<file path="config.mk">
export PLATFORM = sky130hd
export DESIGN_NAME = aes_round_tail
export DESIGN_NICKNAME = d
export VERILOG_FILES = /design/src/rtl/aes_round_tail.sv
export SDC_FILE = /design/constraint.sdc
export NUM_CORES = 1
export LEC_CHECK = 0
export CAP_MARGIN = 10
export CORE_ASPECT_RATIO = 0.75
export CORE_MARGIN = 4
export CORE_UTILIZATION = 55
export CTS_BUF_LIST = sky130_fd_sc_hd__clkbuf_8
export DETAILED_ROUTE_END_ITERATION = 10
export GPL_ROUTABILITY_DRIVEN = 0
export PLACE_DENSITY = 0.91
export SLEW_MARGIN = 20
export SYNTH_ARGS = -nofsm -noshare
export SYNTH_HDL_FRONTEND = slang
export SYNTH_SLANG_ARGS = --single-unit
</file>
<file path="constraint.sdc">
create_clock -name clk -period 2.81 [get_ports clk]
set_clock_uncertainty 0.05 [all_clocks]
set_input_delay 0.843 -clock clk [delete_from_list [all_inputs] [get_ports clk]]
set_output_delay 0.843 -clock clk [all_outputs]
set_load 0.05 [all_outputs]
</file>
<file path="src/rtl/aes_round_tail.sv">
// AES round tail: ShiftRows -> MixColumns (bypassed on last round) -> AddRoundKey,
// registered behind a valid/ready handshake with a one-entry skid buffer.
module aes_round_tail (
  input  logic         clk,
  input  logic         rst,
  input  logic [127:0] sub_data,
  input  logic [127:0] round_key,
  input  logic         in_last,
  input  logic         in_valid,
  output logic         in_ready,
  output logic [127:0] out_data,
  output logic         out_last,
  output logic         out_valid,
  input  logic         out_ready
);

  function automatic logic [7:0] xtime(input logic [7:0] b);
    return {b[6:0], 1'b0} ^ (b[7] ? 8'h1b : 8'h00);
  endfunction

  // Byte k sits at bits [127-8k -: 8]; state s[r][c] is byte 4c+r.
  function automatic logic [127:0] round_fn(input logic [127:0] s,
                                            input logic [127:0] key,
                                            input logic         last);
    logic [7:0]   sb [16];
    logic [7:0]   tb [16];
    logic [7:0]   mb [16];
    logic [7:0]   a0, a1, a2, a3;
    logic [127:0] res;
    for (int unsigned k = 0; k < 16; k++) sb[k] = s[127-8*k -: 8];
    for (int unsigned c = 0; c < 4; c++)
      for (int unsigned r = 0; r < 4; r++)
        tb[4*c+r] = sb[4*((c+r)%4)+r];
    for (int unsigned c = 0; c < 4; c++) begin
      a0 = tb[4*c];
      a1 = tb[4*c+1];
      a2 = tb[4*c+2];
      a3 = tb[4*c+3];
      if (last) begin
        mb[4*c]   = a0;
        mb[4*c+1] = a1;
        mb[4*c+2] = a2;
        mb[4*c+3] = a3;
      end else begin
        mb[4*c]   = xtime(a0) ^ xtime(a1) ^ a1 ^ a2 ^ a3;
        mb[4*c+1] = a0 ^ xtime(a1) ^ xtime(a2) ^ a2 ^ a3;
        mb[4*c+2] = a0 ^ a1 ^ xtime(a2) ^ xtime(a3) ^ a3;
        mb[4*c+3] = xtime(a0) ^ a0 ^ a1 ^ a2 ^ xtime(a3);
      end
    end
    res = '0;
    for (int unsigned k = 0; k < 16; k++) res[127-8*k -: 8] = mb[k] ^ key[127-8*k -: 8];
    return res;
  endfunction

  logic [127:0] out_data_d, out_data_q;
  logic         out_last_d, out_last_q;
  logic         out_valid_d, out_valid_q;
  logic [127:0] skid_data_d, skid_data_q;
  logic         skid_last_d, skid_last_q;
  logic         skid_valid_d, skid_valid_q;
  logic [127:0] new_data;
  logic         accept, emit;

  assign in_ready  = ~skid_valid_q;
  assign out_data  = out_data_q;
  assign out_last  = out_last_q;
  assign out_valid = out_valid_q;

  always_comb begin
    new_data     = round_fn(sub_data, round_key, in_last);
    accept       = in_valid & ~skid_valid_q;
    emit         = out_valid_q & out_ready;
    out_data_d   = out_data_q;
    out_last_d   = out_last_q;
    out_valid_d  = out_valid_q;
    skid_data_d  = skid_data_q;
    skid_last_d  = skid_last_q;
    skid_valid_d = skid_valid_q;
    if (emit) begin
      if (skid_valid_q) begin
        out_data_d   = skid_data_q;
        out_last_d   = skid_last_q;
        skid_valid_d = 1'b0;
      end else if (accept) begin
        out_data_d = new_data;
        out_last_d = in_last;
      end else begin
        out_valid_d = 1'b0;
      end
    end else if (accept) begin
      if (!out_valid_q) begin
        out_data_d  = new_data;
        out_last_d  = in_last;
        out_valid_d = 1'b1;
      end else begin
        skid_data_d  = new_data;
        skid_last_d  = in_last;
        skid_valid_d = 1'b1;
      end
    end
  end

  always_ff @(posedge clk) begin
    if (rst) begin
      out_data_q   <= '0;
      out_last_q   <= 1'b0;
      out_valid_q  <= 1'b0;
      skid_data_q  <= '0;
      skid_last_q  <= 1'b0;
      skid_valid_q <= 1'b0;
    end else begin
      out_data_q   <= out_data_d;
      out_last_q   <= out_last_d;
      out_valid_q  <= out_valid_d;
      skid_data_q  <= skid_data_d;
      skid_last_q  <= skid_last_d;
      skid_valid_q <= skid_valid_d;
    end
  end

endmodule

</file>
### Word level (Yosys, flattened, before mapping)

Index checks and enable logic that the tools add are counted.

* register bits: 260
* input port bits: 261
* output and inout port bits: 131
* logic and storage cells: 150

* equality and inequality tests: 3
* muxes and demuxes: 34
* bitwise logic cells: 100
* reduce and logical (&&, ||, !) cells: 7

Operator list (count)
* $mux 128: 5
* $xor 8x8->8: 80
* $mux 32: 4
* $xor 8x5->8: 16
* $mux 5: 16
* $mux 1: 9
* $reduce_and 3->1: 3
* $ne 2x2->1 const B: 2
* $reduce_bool 2->1: 2
* $and 1x1->1: 2
* $ne 2x1->1 const B: 1
* $not 1->1: 2
* $reduce_and 2->1: 1
* $reduce_or 2->1: 1

### Logic depth before layout (Yosys ltp)

* depth after elaboration: 11
* gate-level depth with buffers: 8
* mapped depth without buffers: 5

### Least setup slack after synthesis

Ideal clock, no wire load.

* path type: input-to-reg
* from: input sub_data[95]
* to: register out_data_q[91], in the netlist out_data[91]
* setup time: 0.137 ns
* arrival time: 2.370 ns
* slack: 0.252 ns
* cell stages on the path: 6
* buffers on the path: 1
* path through: buf_4 -> xnor3_1 -> xnor3_1 -> or3b_1 -> a32oi_1 -> a211oi_1

* word-level cells in the longest chain between the ends: 11
* elaborated cells on any way between the ends: 13
* classes of those cells: 7 x mux; 6 x bitwise

Ends and longest elaborated chain
* from (decl): line 6 `input logic [127:0] sub_data,`
* $mux 5 *: line 18 `return {b[6:0], 1'b0} ^ (b[7] ? 8'h1b : 8'h00);`
* $xor 8x5->8 *: line 18
* $xor 8x8->8 * (4 in a row): line 45 `mb[4*c] = xtime(a0) ^ xtime(a1) ^ a1 ^ a2 ^ a3;`
* $mux 32 *: line 39 `if (last) begin`
* $xor 8x8->8 *: line 52 `for (int unsigned k = 0; k < 16; k++) res[127-8*k -: 8] = mb[k] ^ key[127-8*k -: 8];`
* $mux 128 (on tied branches): line 92, 85
* $mux 128 (on tied branches): line 91, 81
* $mux 128 *: line 80 `if (emit) begin`
* to (signal assigned): line 113 `out_data_q <= out_data_d;`
* to (decl): line 56 `logic [127:0] out_data_d, out_data_q;`

Mark *: on every way between the ends. The rest lies on a longest branch, timed or not. The select of a mux whose other input is x is not followed.
A chain may end at the register's enable or synchronous reset.

### Final worst setup path

* from: input sub_data[126]
* to: register skid_data_q[102]

* word-level cells in the longest chain between the ends: 6

Ends and longest elaborated chain
* $xor 8x8->8 (4 in a row): line 48 `mb[4*c+3] = xtime(a0) ^ a0 ^ a1 ^ a2 ^ xtime(a3);`
* $mux 32: line 39
* $xor 8x8->8: line 52
* to (signal assigned): line 116 `skid_data_q <= skid_data_d;`
* to (decl): line 59 `logic [127:0] skid_data_d, skid_data_q;`

No other way between the ends.

==> summary by stage <==
Synthesis
After technology mapping, the gate count stands at 2622. The area share of fa/ha/maj cells after synthesis is 0. The share of synthesized area occupied by flip-flops and latches is 0.229. The total of warnings raised by yosys is 0. The compound-gate portion of the synthesized area is 0.139. The xor and xnor fraction of the mapped netlist area is 0.231. After synthesis, the share of flip-flops with an asynchronous set or reset is 0. In this run the mean area of a mapped cell was a little under 9 sq um. The number of nets in the synthesized netlist is slightly below 3000.

By area, the combinational part of the netlist is dominated by simple AND/OR/NAND/NOR gates. The count of different cell masters after synthesis is 48. The dominant register cell in the synthesized netlist is sky130_fd_sc_hd__dfxtp_1. The fraction of synthesized area in multiplexers is 0.0366. In this run, synthesis produced a sequential element count of 260. The simple-gate share of the synthesized area is 0.306.

Counting flops with a built-in enable in the synthesized netlist gives 0. The cell area that synthesis handed to floorplanning was about 0.023 sq mm.

Critical path
The signal arrival time at the worst endpoint is roughly 3300 ps. Among all stages on the critical path, the largest delay is contributed by sky130_fd_sc_hd__xor2_1. The largest stage delay on the critical path is between 600 and 700 ps. Traced cell by cell, the critical path runs through clkdlybuf4s50_1, xnor2_1, xor2_1, mux2i_1, or4_1, nand3_1. The critical path class is in2reg.

Along the worst path, the maximum fanout reaches 4. The worst setup path is launched from a primary input. The cell depth of the worst flop-to-flop path is 5. The endpoint type of the worst setup path is a register. The critical path required time is about 3300 ps.

STA
The number of hold-slack violations in the final timing report is 0. The final worst setup slack is -45.1 ps. For this run, the top clock speed supported by timing is approximately 0.35 GHz. Setup repair after global routing left no endpoint under its margin. In the finished design, the share of the clock period the worst path needs comes to 1.02.

The worst pin sits at a relative slew slack of 0.518. The setup violation total in the final timing report is 1. Adding up every negative setup slack in the final design gives -45.1 ps. The transition time of the tightest slew-check pin is between 700 and 800 ps. The smallest clock period supported by the final layout is computed as about 2900 ps. The number of pins exceeding their max-slew limit in the final report is 0.

Route
The number of design-rule violations left by the first detailed-router iteration is approximately 3500. The remaining routing DRC violations is 0. The number of routed nets with antenna violations is 0. The post-detailed-route wirelength per cell is around 24 um. The routed design has 87400 um of wire. The detailed router placed around 26000 vias in this run. Before antenna repair, the detailed router went through 8 iterations. The via density per instance is 6.92.

Floorplan
During I/O placement, the number of pins put on the boundary was around 400. The initial core utilization is 0.558. The die area is around 0.045 sq mm. The area inside the core boundary is between 0.04 and 0.05 sq mm. The die width is ~240 um. The die is about 180 um tall. After floorplanning, the core was divided into 64 placement rows.

Layout
The post-route standard cell area excluding fillers is just over 0.03 sq mm. Of the cells placed in the final design, the portion with a size suffix greater than 1 is 0.152. The post-synthesis to final-layout area growth is 33.6%. The final layout contains roughly 3400 nets.

GRT
The initial antenna violation count came to 11. After global routing, the most crowded layer is met2. In the global route stage, met3 resource usage came out at 0.0927. In the global route stage, met1 resource usage came out at 0.451.

The first global-routing pass estimated 135000 um of wire. Summed over all layers, the global routing overflow is 0. In the global route stage, met2 resource usage came out at 0.608. The via count of the first global-routing pass is 25400. In the global route stage, overall resource usage came out at 0.370. Entering global routing, the biggest net connects ~110 pins.

Power and ir drop
The total internal power is between 0.009 and 0.01 W. The maximum vdd ir drop is 470 uV. For this design the total switching power over the nets is 0.00565 W. The sequential group share of total power is 0.286. Power spread over the standard cell area amounts to between 400 and 500 mW/mm^2. The share of total power dissipated in the clock network is 0.246. Of the total power, the share spent switching nets is 0.384. The leakage power of the design is between 10 and 15 nW. The combinational fraction of design power is 0.468.

Place
The placed wire-length estimate is about 63000 um. During placement, the flow inserted port buffers numbering a little under 400. After detailed placement, the total cell area comes to 0.0294 sq mm.

Clock network
The clock tree synthesis step divided the H-tree into 2 levels. The number of buffers added for setup after CTS is 0. The cell chosen for the clock root is sky130_fd_sc_hd__clkbuf_8.

The register clock-pin slew on the reported worst setup and hold paths is approximately 60 ps. The clock sink count is 260. The number of buffers on the longest clock path is 3.

Clock tree synthesis inserted a total of 45 buffers. The clock tree from TritonCTS is done. For the worst-skew pair, the clock arrives at the later sink with an insertion delay of approximately 600 ps.

Hold path
The hold path depth is 2. The path class of the lowest-slack min-delay path is reg2reg.

Status
The checks that failed: setup timing. The run finished, with violations left.

Flow run
The max-capacitance violation count is 0.
[synth_stat cells (2+ instances only)]
master | number | area, sq um
sky130_fd_sc_hd__and3_1 | 93 | 582
sky130_fd_sc_hd__or4_1 | 82 | 616
sky130_fd_sc_hd__clkbuf_2 | 9 | 45.0
sky130_fd_sc_hd__inv_1 | 3 | 11.3
sky130_fd_sc_hd__nor2_1 | 136 | 510
sky130_fd_sc_hd__buf_4 | 3 | 22.5
sky130_fd_sc_hd__buf_1 | 29 | 109
sky130_fd_sc_hd__xnor2_1 | 74 | 648
sky130_fd_sc_hd__xnor2_2 | 13 | 211
sky130_fd_sc_hd__a21oi_1 | 60 | 300
sky130_fd_sc_hd__nor3_1 | 232 | 1160
sky130_fd_sc_hd__buf_6 | 5 | 56.3
sky130_fd_sc_hd__o31ai_1 | 32 | 240
sky130_fd_sc_hd__nand3b_1 | 83 | 623
sky130_fd_sc_hd__clkbuf_1 | 205 | 769
sky130_fd_sc_hd__a311oi_1 | 7 | 61.3
sky130_fd_sc_hd__a211o_1 | 6 | 52.6
sky130_fd_sc_hd__nand4_1 | 42 | 263
sky130_fd_sc_hd__xor2_1 | 60 | 526
sky130_fd_sc_hd__nor3b_1 | 2 | 15.0
sky130_fd_sc_hd__xnor2_4 | 3 | 82.6
sky130_fd_sc_hd__o2111ai_1 | 2 | 17.5
sky130_fd_sc_hd__a211oi_1 | 124 | 931
sky130_fd_sc_hd__nand4b_1 | 80 | 701
sky130_fd_sc_hd__nand3_1 | 201 | 1010
sky130_fd_sc_hd__a31oi_1 | 74 | 463
sky130_fd_sc_hd__mux2i_1 | 83 | 831
sky130_fd_sc_hd__a32oi_1 | 120 | 1050
sky130_fd_sc_hd__buf_2 | 64 | 320
sky130_fd_sc_hd__xnor3_1 | 134 | 3020
sky130_fd_sc_hd__or3_1 | 121 | 757
sky130_fd_sc_hd__xor3_2 | 2 | 50.1
sky130_fd_sc_hd__or3b_1 | 35 | 307
sky130_fd_sc_hd__nand2_1 | 103 | 387
sky130_fd_sc_hd__dfxtp_1 | 260 | 5200
sky130_fd_sc_hd__xor3_1 | 28 | 666
[sequential cells by signal, indices dropped and copies added (netlist names)]
signal / count
out_valid: 1
skid_valid_q: 1
out_data: 128
skid_last_q: 1
out_last: 1
skid_data_q: 128
[cell type report]
class / count / area [sq um]
multi-input combinational: 2043 / 16200
clock inverter: 18 / 77.6
sequential: 260 / 5200
fill: 2593 / 10400
timing repair buffer: 782 / 7350
clock buffer: 59 / 812
inverter: 4 / 22.5
tap: 528 / 661
antenna: 8 / 20.0
[timing repair]
action | in CTS | in global routing
setup endpoints to repair | 3 | 0
resized for setup | 3 | 0
hold buffers | 0 | 0
[path summary, 6_finish.rpt]
check | from | end | slack [ps]
worst min-delay path | skid_last_q$_SDFFE_PP0P_ | skid_last_q$_SDFFE_PP0P_ | 410
worst max register to register | out_valid$_SDFFE_PP0P_ | skid_data_q[13]$_SDFFE_PP0P_ | 800
worst max-delay path | sub_data[126] | skid_data_q[102]$_SDFFE_PP0P_ | -50
worst min register to register | skid_last_q$_SDFFE_PP0P_ | skid_last_q$_SDFFE_PP0P_ | 410
[kinds of logic after synthesis]
logic type | Yosys count
simple gates | 1213
compound gates | 431
buf+inv | 319
xor+xnor | 316
flops | 260
mux | 83
[stage by stage]
step	utilization	setup slack, ps	power (W)	hold slack [ps]	instances
5_1_grt	0.744	7.16	0.0153	444	3699
6_report	0.745	-45.1	0.0147	414	3702
2_1_floorplan	-	252	0.00829	387	2622
3_3_place_gp	0.722	-393	0.0106	395	3617
3_5_place_dp	0.722	-435	0.0110	406	3617
4_1_cts	0.744	45.3	0.0146	415	3694
[power groups by stage]
stage | Clock (W) | Combinational [W] | Sequential [W]
after global routing | 0.00381 | 0.00722 | 0.00423
after floorplan | 0 | 0.00326 | 0.00503
after CTS | 0.00366 | 0.00674 | 0.00420
final | 0.00363 | 0.00688 | 0.00421
after detailed placement | 0 | 0.00668 | 0.00427
after global placement | 0 | 0.00638 | 0.00425
[worst max-delay path: cells and delay by family]
family	cells	cell delay, ps
AND/OR/NAND/NOR	2	600
buffers and inverters	1	550
XOR/XNOR	2	1140
multiplexers	1	210
[placed cells by master, fill, tap and decap left out, types with 6 or more instances in the layout]
cell type	synthesis	final
sky130_fd_sc_hd__a211o_1	6	6
sky130_fd_sc_hd__a211oi_1	124	124
sky130_fd_sc_hd__a21oi_1	60	60
sky130_fd_sc_hd__a311oi_1	7	7
sky130_fd_sc_hd__a31oi_1	74	74
sky130_fd_sc_hd__a32oi_1	120	120
sky130_fd_sc_hd__and3_1	93	92
sky130_fd_sc_hd__buf_12	0	40
sky130_fd_sc_hd__buf_4	3	352
sky130_fd_sc_hd__clkbuf_8	0	59
sky130_fd_sc_hd__clkdlybuf4s50_1	0	385
sky130_fd_sc_hd__dfxtp_1	260	260
sky130_fd_sc_hd__diode_2	0	8
sky130_fd_sc_hd__inv_1	3	17
sky130_fd_sc_hd__mux2i_1	83	83
sky130_fd_sc_hd__nand2_1	103	103
sky130_fd_sc_hd__nand3_1	201	200
sky130_fd_sc_hd__nand3b_1	83	83
sky130_fd_sc_hd__nand4_1	42	42
sky130_fd_sc_hd__nand4b_1	80	80
sky130_fd_sc_hd__nor2_1	136	135
sky130_fd_sc_hd__nor3_1	232	232
sky130_fd_sc_hd__o31ai_1	32	32
sky130_fd_sc_hd__or3_1	121	121
sky130_fd_sc_hd__or3b_1	35	35
sky130_fd_sc_hd__or4_1	82	82
sky130_fd_sc_hd__xnor2_1	74	74
sky130_fd_sc_hd__xnor2_2	13	13
sky130_fd_sc_hd__xnor3_1	134	134
sky130_fd_sc_hd__xor2_1	60	60
sky130_fd_sc_hd__xor3_1	28	28
[layer usage]
metal  vias up  routed length [um]
met3       518               10800
li1      11100                   -
met1     12000               31600
met2      1990               39600
met4        10                5310
met5         -                  69
(Power assumes the default switching activity.)
